## config.mk

```make
export PLATFORM = sky130hd
export DESIGN_NAME = exhaustive_sweep
export DESIGN_NICKNAME = d
export VERILOG_FILES = /design/src/rtl/exhaustive_sweep.sv
export SDC_FILE = /design/constraint.sdc
export NUM_CORES = 1
export LEC_CHECK = 0
export ABC_AREA = 1
export CORE_ASPECT_RATIO = 0.8
export CORE_MARGIN = 2
export CORE_UTILIZATION = 30
export CTS_CLUSTER_DIAMETER = 40
export CTS_CLUSTER_SIZE = 12
export DETAILED_ROUTE_END_ITERATION = 10
export PLACE_DENSITY_LB_ADDON = 0.12
export SYNTH_ARGS = -nofsm -noshare
export SYNTH_HDL_FRONTEND = slang
export SYNTH_SLANG_ARGS = --single-unit
```

## constraint.sdc

```tcl
create_clock -name clk -period 1.27 [get_ports clk]
set_input_delay 0.254 -clock clk [delete_from_list [all_inputs] [get_ports clk]]
set_output_delay 0.254 -clock clk [all_outputs]
set_load 0.01 [all_outputs]
```

## src/rtl/exhaustive_sweep.sv

```systemverilog
// Exhaustive-stimulus engine: walks all 2^N_IN vectors, holds each HOLD cycles, captures a truth table.
// Optional macro SWEEP_POPCOUNT_EN adds the `ones` counter of captured 1 responses.
module exhaustive_sweep #(
  parameter int N_IN = 3,
  parameter int HOLD = 10,
  parameter bit GRAY = 1'b0
) (
  input  logic                 clk,
  input  logic                 rst_n,
  input  logic                 start,
  input  logic                 abort,
  output logic [N_IN-1:0]      stim,
  input  logic                 dut_out,
  output logic [2**N_IN-1:0]   result,
  output logic                 busy,
  output logic                 done,
  output logic [N_IN-1:0]      vec_idx
`ifdef SWEEP_POPCOUNT_EN
  ,
  output logic [N_IN:0]        ones
`endif
);

  localparam logic [7:0] HOLD_LAST = 8'(HOLD - 1);
  localparam logic [N_IN-1:0] IDX_LAST = {N_IN{1'b1}};

  typedef enum logic [1:0] {
    S_IDLE  = 2'd0,
    S_DRIVE = 2'd1,
    S_DONE  = 2'd2
  } state_e;

  state_e               state_q, state_d;
  logic [7:0]           hold_q, hold_d;
  logic [N_IN-1:0]      vec_q, vec_d;
  logic [N_IN-1:0]      stim_q, stim_d;
  logic [2**N_IN-1:0]   result_q, result_d;
  logic                 busy_q, busy_d;
  logic                 done_q, done_d;
  logic [N_IN:0]        ones_q, ones_d;
  logic                 sample_s;
  logic                 last_s;

  // Sequence position to driven vector (binary or reflected Gray)
  function automatic logic [N_IN-1:0] map_vec(input logic [N_IN-1:0] idx);
    if (GRAY) begin
      return idx ^ (idx >> 1);
    end else begin
      return idx;
    end
  endfunction

  // A pending sample is discarded when abort arrives on the same edge
  assign sample_s = (state_q == S_DRIVE) && !abort && (hold_q == HOLD_LAST);
  assign last_s   = (vec_q == IDX_LAST);

  always_ff @(posedge clk) begin
    if (!rst_n) begin
      state_q <= S_IDLE;
    end else begin
      state_q <= state_d;
    end
  end

  always_comb begin
    state_d = state_q;
    case (state_q)
      S_IDLE, S_DONE: begin
        if (start) begin
          state_d = S_DRIVE;
        end else begin
          state_d = state_q;
        end
      end
      S_DRIVE: begin
        if (abort) begin
          state_d = S_IDLE;
        end else if (sample_s && last_s) begin
          state_d = S_DONE;
        end else begin
          state_d = S_DRIVE;
        end
      end
      default: state_d = S_IDLE;
    endcase
  end

  always_comb begin
    hold_d   = hold_q;
    vec_d    = vec_q;
    stim_d   = stim_q;
    result_d = result_q;
    busy_d   = busy_q;
    done_d   = done_q;
    ones_d   = ones_q;
    case (state_q)
      S_IDLE, S_DONE: begin
        if (start) begin
          hold_d   = 8'd0;
          vec_d    = '0;
          stim_d   = map_vec('0);
          result_d = '0;
          busy_d   = 1'b1;
          done_d   = 1'b0;
          ones_d   = '0;
        end else begin
          hold_d = hold_q;
        end
      end
      S_DRIVE: begin
        if (abort) begin
          hold_d = 8'd0;
          vec_d  = '0;
          stim_d = '0;
          busy_d = 1'b0;
          done_d = 1'b0;
        end else if (sample_s) begin
          result_d[stim_q] = dut_out;
          if (dut_out) begin
            ones_d = ones_q + (N_IN+1)'(1);
          end else begin
            ones_d = ones_q;
          end
          hold_d = 8'd0;
          if (last_s) begin
            vec_d  = '0;
            stim_d = '0;
            busy_d = 1'b0;
            done_d = 1'b1;
          end else begin
            vec_d  = vec_q + N_IN'(1);
            stim_d = map_vec(vec_q + N_IN'(1));
          end
        end else begin
          hold_d = hold_q + 8'd1;
        end
      end
      default: begin
        hold_d   = 8'd0;
        vec_d    = '0;
        stim_d   = '0;
        result_d = '0;
        busy_d   = 1'b0;
        done_d   = 1'b0;
        ones_d   = '0;
      end
    endcase
  end

  always_ff @(posedge clk) begin
    if (!rst_n) begin
      hold_q   <= 8'd0;
      vec_q    <= '0;
      stim_q   <= '0;
      result_q <= '0;
      busy_q   <= 1'b0;
      done_q   <= 1'b0;
      ones_q   <= '0;
    end else begin
      hold_q   <= hold_d;
      vec_q    <= vec_d;
      stim_q   <= stim_d;
      result_q <= result_d;
      busy_q   <= busy_d;
      done_q   <= done_d;
      ones_q   <= ones_d;
    end
  end

  assign stim    = stim_q;
  assign result  = result_q;
  assign busy    = busy_q;
  assign done    = done_q;
  assign vec_idx = vec_q;
`ifdef SWEEP_POPCOUNT_EN
  assign ones    = ones_q;
`else
  logic unused_ones_s;
  assign unused_ones_s = ^ones_q;
`endif

endmodule
```

* Word level (Yosys, flattened, before mapping)
Cells that the tools add are included.
** Word-level totals
- Output and inout bits :: 16
- Input bits :: 5
- Register bits :: 23
- Word-level logic and storage cells :: 58
** Cells by class
- Order comparisons :: 2
- Add/subtract/negate cells :: 2
- Eq/ne operators :: 9
- Muxes and demuxes :: 29
- Reductions and logical operators :: 10
** Operators by type and width (count)
- 2-to-1 mux 8 bit :: 5
- one-hot mux 8 bit (2 select lines) :: 2
- 2-to-1 mux 3 bit :: 4
- 2-to-1 mux 1 bit :: 9
- adder 8 x 1 -> 8 bit (second input constant) :: 1
- bitwise mux 8 bit :: 1
- == test 8 x 4 -> 1 bit (second input constant) :: 1
- 2-to-1 mux 2 bit :: 3
- inequality test 2 bit (second input constant) :: 3
- inequality test 3 bit (second input constant) :: 2
- one-hot mux 3 bit (2 select lines) :: 1
- AND reduction 3 bit :: 2
- logical AND 1 bit :: 4
- < comparator 3 x 4 -> 1 bit (second input constant) :: 1
- one-hot mux 1 bit (2 select lines) :: 2
- one-hot mux 2 bit (2 select lines) :: 1
- adder 3 x 1 -> 3 bit (second input constant) :: 1
- demux 1 bit (select 3 bit) :: 1
- == test 3 bit (second input constant) :: 1
- >= comparator 3 x 1 -> 1 bit (second input constant) :: 1
- == test 2 x 1 -> 1 bit (second input constant) :: 1
- == test 2 bit (second input constant) :: 1
- logical NOT 2 bit :: 1
- AND reduction 2 bit :: 1
- other kinds (2) :: 2

* Logic depth before layout (Yosys ltp)
Gate-level depths: netlist (run 1).
- Depth after elaboration :: 8
- Gate-level depth with buffers :: 10
- Gate-level depth less buffers :: 9

* Worst setup path before layout (run 1)
No wires, ideal clock.
- Path kind :: flip-flop to flip-flop
- Start :: register hold_q[0]
- End :: register result_q[5] (netlist: result[5])
- Slack :: -0.038 ns
- Arrival :: 1.175 ns
- Path buffers :: 1
- Cell stages (with the launch flop) :: 10
- Period minus slack after synthesis :: 1.308 ns
- Required time :: 1.138 ns
- Library setup time :: 0.132 ns
- Cell sequence :: dfxtp_1 > ha_1 > nand3_2 > nor2_4 > nand2_4 > nand2_8 > buf_12 > nand3_1 > nand2_1 > a21oi_1
** On the way
- Longest elaborated chain between the ends :: 4
** Ends and longest elaborated chain
- start: declaration :: line 34 : logic [7:0] hold_q, hold_d;
- start signal: assignment :: line 160 : hold_q <= hold_d;
- == test 8 x 4 -> 1 bit :: line 54 : assign sample_s = (state_q == S_DRIVE) && !abort && (hold_q == HOLD_LAST);
- logical AND 1 bit :: line 54
- inequality test 2 bit (no line)
- AND reduction 3 bit (no line)
- end signal: assignment :: line 163 : result_q <= result_d;
- end: declaration :: line 37 : logic [2**N_IN-1:0] result_q, result_d;
Every way passes these cells.
A chain may end at the register's enable or synchronous reset.

* Worst setup path after layout (run 1)
- Start :: register hold_q[1]
- End :: register hold_q[7]
** On the way
- Longest elaborated chain between the ends :: 5
- Elaborated cells on any way between the ends :: 6
- Classes of those cells :: add/sub: 1; eq/ne: 1; mux: 3; reduce/logical: 1
** Ends and longest elaborated chain
- parallel branches: the longest is 2 deep, another holds adder 8 x 1 -> 8 bit
- 2-to-1 mux 8 bit (*) :: line 117 : end else if (sample_s) begin
- 2-to-1 mux 8 bit (*) :: line 111 : if (abort) begin
- one-hot mux 8 bit (2 select lines) (*) :: line 96 : case (state_q)
Mark *: on every way between the ends.

==> reports/metrics.csv, run 1 <==
metric,value,unit
status,finished clean,
vias in the first global route,1100,
MaxCap Viol Count,0,
Clock Skew,0.00408,ns
gr ovfl total,0,
RSZ-0062 raised after global routing,yes,
width of the die,76.1,um
Max Freq,794,MHz
share of cells above drive strength 1,0.310,
Die ar.,0.00469,mm2
"EDFF count, synth",0,
Yosys Warn Count,0,
syn nets,176,
Ports,21,
Tot GR Track Use,0.138,
Worst slew margin,0.888,
predominant post-synthesis flop cell,dfxtp_1,
crit path time final,1.26,ns
kind of critical path,register to register,
area share of the largest cell type after synthesis,0.369,
I/O Buffers,20,
Slowest cell on crit path,dfxtp_2,
area grow syn2layout,45.2,%
initial antenna violation count,0,
gpl congestion,0.741,
register clock-pin slew on the reported worst setup and hold paths,0.08,ns
CP Capture Type,register,
Synth Area in Simple Gates,0.363,
post-synthesis sequential area ratio,0.369,
Hold Path Stages,2,
worst skew pair latency,0.26,ns
Hold Fails Final Rpt,0,
Critical Path Source Type,register,
core box area,0.00390,mm2
Max Slew Vio Count,0,
setup violators final,0,
# DRC,0,
synthesized area per cell,7.46,um2
final WL,3110,um
root buffer cell,clkbuf_8,
worst r2r src,hold_q[1]$_SDFFE_PN0P_,
Commonest cells post-synth,"32 x nand2_1, 23 x dfxtp_1, 23 x inv_1, 21 x nand3_1, 15 x a21oi_1",
maximum VDD drop,527,uV
start point of the critical path,hold_q[1]$_SDFFE_PN0P_,
Synth Area in Adders,0.0402,
reg2reg path depth,8,
Vias,1196,
Synth Area in Compound Gates,0.0853,
XOR/XNOR share of the synthesized area,0.0141,
antenna cells,0,
Die H,61.6,um
final total power,1.48,mW
Worst path most repeated cell,nand3_1,
Worst Hold Class,register to register,
via/cell ratio,4.51,
# fillers,418,
CP required,1.43,ns
hold path start,busy$_SDFFE_PN0P_,
area used by multi-input combinational logic,729,um2
synth top area cells,"dfxtp_1 37%, nand2_1 9.6%, nand3_1 8.4%",
largest net degree at the start of global routing,18,
crit-path max FO,3,
hold path endpoint,busy$_SDFFE_PN0P_,
Initial DRT Pass Iterations,4,
FF-to-FF setup slack,0.01,ns
synthesis-stage register bit count,23,
post-synthesis cell area,0.00125,mm2
Yosys top cell by area,dfxtp_1,
register area,473,um2
multiplexer area fraction after synthesis,0,
fin crit share,0.991,
Leakage Power,0.877,nW
Unique masters post-synth,26,
Syn Inst Count,167,
fraction of registers with async set/reset,0,
Initial Util,0.319,
DP HPWL,2160,um
max incr delay on CP,0.35,ns
worst slew pin tran,0.169,ns
CTS tree,done,
Starting DRT DRC Count,81,
worst path cell trace,buf_6 > nand2_4 > nor2_4 > nand4_1 > nor2_2 > nand3_1 > nand3_1 > nor2_1,
clock sink count,23,
P per Cell Area,817,mW/mm2
Nets,220,
clk buf depth,2,
final core occ,0.463,
antenna-violating nets left,0,
global-route wire length before repair,5130,um
"count leader, synth",nand2_1,
H-tree levels,1,
CTS buffer count,3,
cell row count,20,
largest family of logic cells by synthesized area,simple AND/OR/NAND/NOR gates,
worst reg2reg path endpoint,hold_q[7]$_SDFFE_PN0P_,
hold slack,0.450,ns
routed len/inst,11.7,um
crit path DAT,1.42,ns
[timing repair]
action                     CTS  global route
setup buffers                1             2
hold buffers                 0             0
cloned                       0             1
gates resized for setup     35            21
hold endpoints to repair     0             0
setup endpoints to repair   28            22
pin swaps                    6            19
[cell type report]
type,instances,share of cell area
multi-input combinational,114,0.403
sequential,23,0.261
timing repair buffer,45,0.215
inverter,24,0.0574
tap,55,0.0380
clock buffer,4,0.0249
[metal layers]
metal  wire length [um]  up-vias  track usage
met1               1640      524        0.187
met4                 15        0       0.0234
li1                   -      637            -
met3                151        2       0.0352
met5                  0        -            0
met2               1310       33        0.231
[report_power, final]
| group | internal, mW | switching [mW] |
|---|---|---|
| clock network | 0.224 | 0.236 |
| logic | 0.125 | 0.149 |
| registers | 0.733 | 0.0104 |
| total | 1.08 | 0.395 |
[logic make-up (layout without fill, tap and decap cells)]
family / after synthesis / in the layout
fa+ha+maj: 4 / 4
compound gates: 20 / 20
simple gates: 87 / 88
xor+xnor: 2 / 2
buf+inv: 31 / 73
flops: 23 / 23
[state kept, by name, indices dropped and copies added (netlist names)]
signal,cells
state_q,2
busy,1
done,1
hold_q,8
result,8
stim,3
[how the worst max path moves through the flow]
stage / to / cells past startpoint
floorplan: result[5]$_SDFFE_PN0P_ / 10
global placement: hold_q[7]$_SDFFE_PN0P_ / 8
detailed placement: hold_q[5]$_SDFFE_PN0P_ / 6
CTS: hold_q[6]$_SDFFE_PN0P_ / 7
global route: hold_q[7]$_SDFFE_PN0P_ / 8
finish: hold_q[7]$_SDFFE_PN0P_ / 8
[through the flow]
step	TNS [ns]	setup WS, ns	std cells	instance area, um2
finish	0	0.0109	265	1810
global route	-1.28	-0.131	265	1810
CTS	-0.00577	-0.00577	262	1720
detailed placement	-4.81	-0.321	257	1630
global placement	-4.26	-0.272	257	1630
floorplan	0	0.0129	167	1250
[placed cells by master, fill, tap and decap left out, types with 2 or more instances in the layout]
cell type	n
xor2_1	2
a21oi_1	14
nor2_1	9
dfxtp_1	15
nand2_4	6
buf_6	5
clkdlybuf4s50_1	3
o21ai_0	3
nand2_1	29
buf_4	20
nor2_4	3
dfxtp_2	7
nand4_1	10
nor3b_2	2
ha_4	2
nand2_2	2
dlygate4sd2_1	16
inv_1	17
clkbuf_8	3
nand3_1	21
inv_2	6
[worst max-delay path: cells and delay by family (launching register included)]
kind | cells | cell delay (ns)
buffers and inverters | 1 | 0.12
flip-flops | 1 | 0.35
AND/OR/NAND/NOR | 7 | 0.69
No activity file was read; power rests on OpenSTA's default activity.
==> run 2, diff against run 1 <==
Settings changed: CORE_ASPECT_RATIO 0.8 to 1.2.
==> reports/metrics.csv, run 2 (synthesis results as in run 1) <==
metric,value,unit,change
CTS tree,done,,
width of the die,62.8,um,-17%
Initial Util,0.314,,-0.00553
via/cell ratio,4.81,,+6.6%
area grow syn2layout,52.3,%,
Placement Cell Area,0.00162,mm2,-0.23%
Hold Fails Final Rpt,0,,unchanged
crit-path leading delay family,buffers and inverters,,
largest net degree at the start of global routing,17,,-1
# DRC,0,,unchanged
initial antenna violation count,0,,unchanged
clock sink count,23,,unchanged
Hold Path Stages,2,,unchanged
worst path cell trace,inv_2 > ha_4 > nand3_4 > buf_4 > o21ai_4 > nand2_4 > buf_4 > o2111a_1,,
Nets,223,,+1.4%
placed insts,254,,-1.2%
WP buf/inv,3,,+2
clk buf depth,2,,unchanged
routed len/inst,12.4,um,+5.6%
MaxCap Viol Count,0,,unchanged
failing checks,negative setup slack,,
setup violators final,19,,+19
Tot GR Track Use,0.146,,+0.00808
kind of critical path,register to register,,
Worst Hold Class,register to register,,
worst slew pin tran,0.224,ns,+0.0556 ns
Vias,1285,,+7.4%
global-route wire length before repair,5240,um,+2.3%
core box area,0.00397,mm2,+1.8%
status,finished with violations,,
Slowest cell on crit path,dfxtp_2,,
gr ovfl total,0,,unchanged
Die H,74.6,um,+21%
hold path endpoint,result[7]$_SDFFE_PN0P_,,
Critical Path Source Type,register,,
FF-to-FF setup slack,-0.11,ns,-0.12 ns
final WL,3310,um,+6.4%
PnR worst setup slack,-0.110,ns,-0.121 ns
antenna cells,0,,unchanged
final total power,1.51,mW,+1.9%
Starting DRT DRC Count,47,,-42%
I/O Buffers,20,,unchanged
CP Capture Type,register,,
share of cells above drive strength 1,0.357,,+0.0473
Initial DRT Pass Iterations,4,,unchanged
Leakage Power,0.891,nW,+1.6%
H-tree levels,1,,unchanged
Ports,21,,unchanged
crit path time final,1.38,ns,+0.121 ns
gpl congestion,0.888,,+20%
CP required,1.44,ns,about the same
register clock-pin slew on the reported worst setup and hold paths,0.09,ns,about the same
setup_tns,-0.925,ns,-0.925 ns
reg2reg path depth,8,,unchanged
worst skew pair latency,0.27,ns,about the same
CTS buffer count,3,,unchanged
RSZ-0062 raised after global routing,yes,,
Max Slew Vio Count,0,,unchanged
root buffer cell,clkbuf_8,,
crit path DAT,1.55,ns,+0.13 ns
Max Freq,725,MHz,-8.8%
DP HPWL,2310,um,+7.4%
Final Instance Area,0.00190,mm2,+4.9%
max incr delay on CP,0.33,ns,-0.02 ns
P per Cell Area,793,mW/mm2,-2.9%
"commonest non-fill, non-tap cells in the layout","30 x nand2_1, 24 x buf_4, 20 x inv_1, 18 x dfxtp_1, 16 x dlygate4sd2_1",,
vias in the first global route,1172,,+6.5%
Post-Layout Cell Count,267,,+0.75%
Clock Skew,0.00828,ns,+0.00420 ns
cell row count,25,,+25%
hold-fix buffers at CTS,0,,unchanged
worst r2r src,hold_q[1]$_SDFFE_PN0P_,,
Worst slew margin,0.851,,-0.0370
worst reg2reg path endpoint,hold_q[1]$_SDFFE_PN0P_,,
Die ar.,0.00469,mm2,about the same
"worst slack, placed",-0.349,ns,-0.0276 ns
crit-path max FO,4,,+1
"most common cell after layout, fill and taps aside",nand2_1,,
hold path start,result[7]$_SDFFE_PN0P_,,
maximum VDD drop,456,uV,-14%
fin crit share,1.09,,+0.0951
Worst path most repeated cell,buf_4,,
antenna-violating nets left,0,,unchanged
==> run 2: cell count changes in the layout (fill, tap and decap cells not counted), sizes merged <==
cell,before,now
clkinv,0,1
buf,25,28
clkbuf,4,3
clkdlybuf4s50,3,4
dlymetal6s2s,1,0
==> run 2: per-layer routing <==
metal  global-route usage  vias up  routed length, um
li1                     -      640                  -
met1                0.151      618               1370
met2                0.295       21               1810
met3               0.0257        6                 73
met4               0.0543        0                 58
met5                    0        -                  0
==> run 2: cell type report <==
| cell class | count | area (um2) |
|---|---|---|
| clock inverters | 1 | 5.00 |
| clock buffers | 3 | 41.3 |
| multi-input cells | 114 | 797 |
| flip-flops and latches | 23 | 469 |
| fillers | 409 | 2070 |
| well taps | 54 | 67.6 |
| repair buffers | 48 | 414 |
| inverters | 24 | 104 |
==> run 2: timing repair <==
item | 4_1_cts | 5_1_grt
resized for setup | 43 | 20
gates cloned | 1 | 0
setup buffers | 6 | 2
pin swaps | 17 | 13
setup endpoints to repair | 37 | 22
==> run 2: worst max path at each step <==
stage                      startpoint                      to  slack [ns]  cells after the start
6_report       hold_q[1]$_SDFFE_PN0P_  hold_q[1]$_SDFFE_PN0P_       -0.11                      8
5_1_grt        hold_q[1]$_SDFFE_PN0P_  result[5]$_SDFFE_PN0P_       -0.18                      9
4_1_cts        hold_q[1]$_SDFFE_PN0P_  result[5]$_SDFFE_PN0P_       -0.08                      9
3_5_place_dp                    abort  hold_q[2]$_SDFFE_PN0P_       -0.35                      6
3_3_place_gp                    start  hold_q[6]$_SDFFE_PN0P_       -0.28                      8
2_1_floorplan  hold_q[1]$_SDFFE_PN0P_  result[5]$_SDFFE_PN0P_        0.01                     10
==> run 2: report_power, final <==
group / internal, mW / switching, mW
registers: 0.733 / 0.00977
clock network: 0.220 / 0.252
logic: 0.127 / 0.165
==> run 2: worst register-to-register path: cells and delay by family (launching register included) <==
kind                     cells  cell delay, ns
AO/OA/AOI/OAI                2            0.28
adder cells (fa/ha/maj)      1            0.13
buffers and inverters        3            0.36
flip-flops                   1            0.33
AND/OR/NAND/NOR              2            0.18
==> run 2: per-stage QoR <==
stage	utilization	hold WS, ns
finish	0.478	0.464
global route	0.478	0.479
CTS	0.454	0.458
detailed placement	0.409	0.447
global placement	0.409	0.438
floorplan	-	0.392
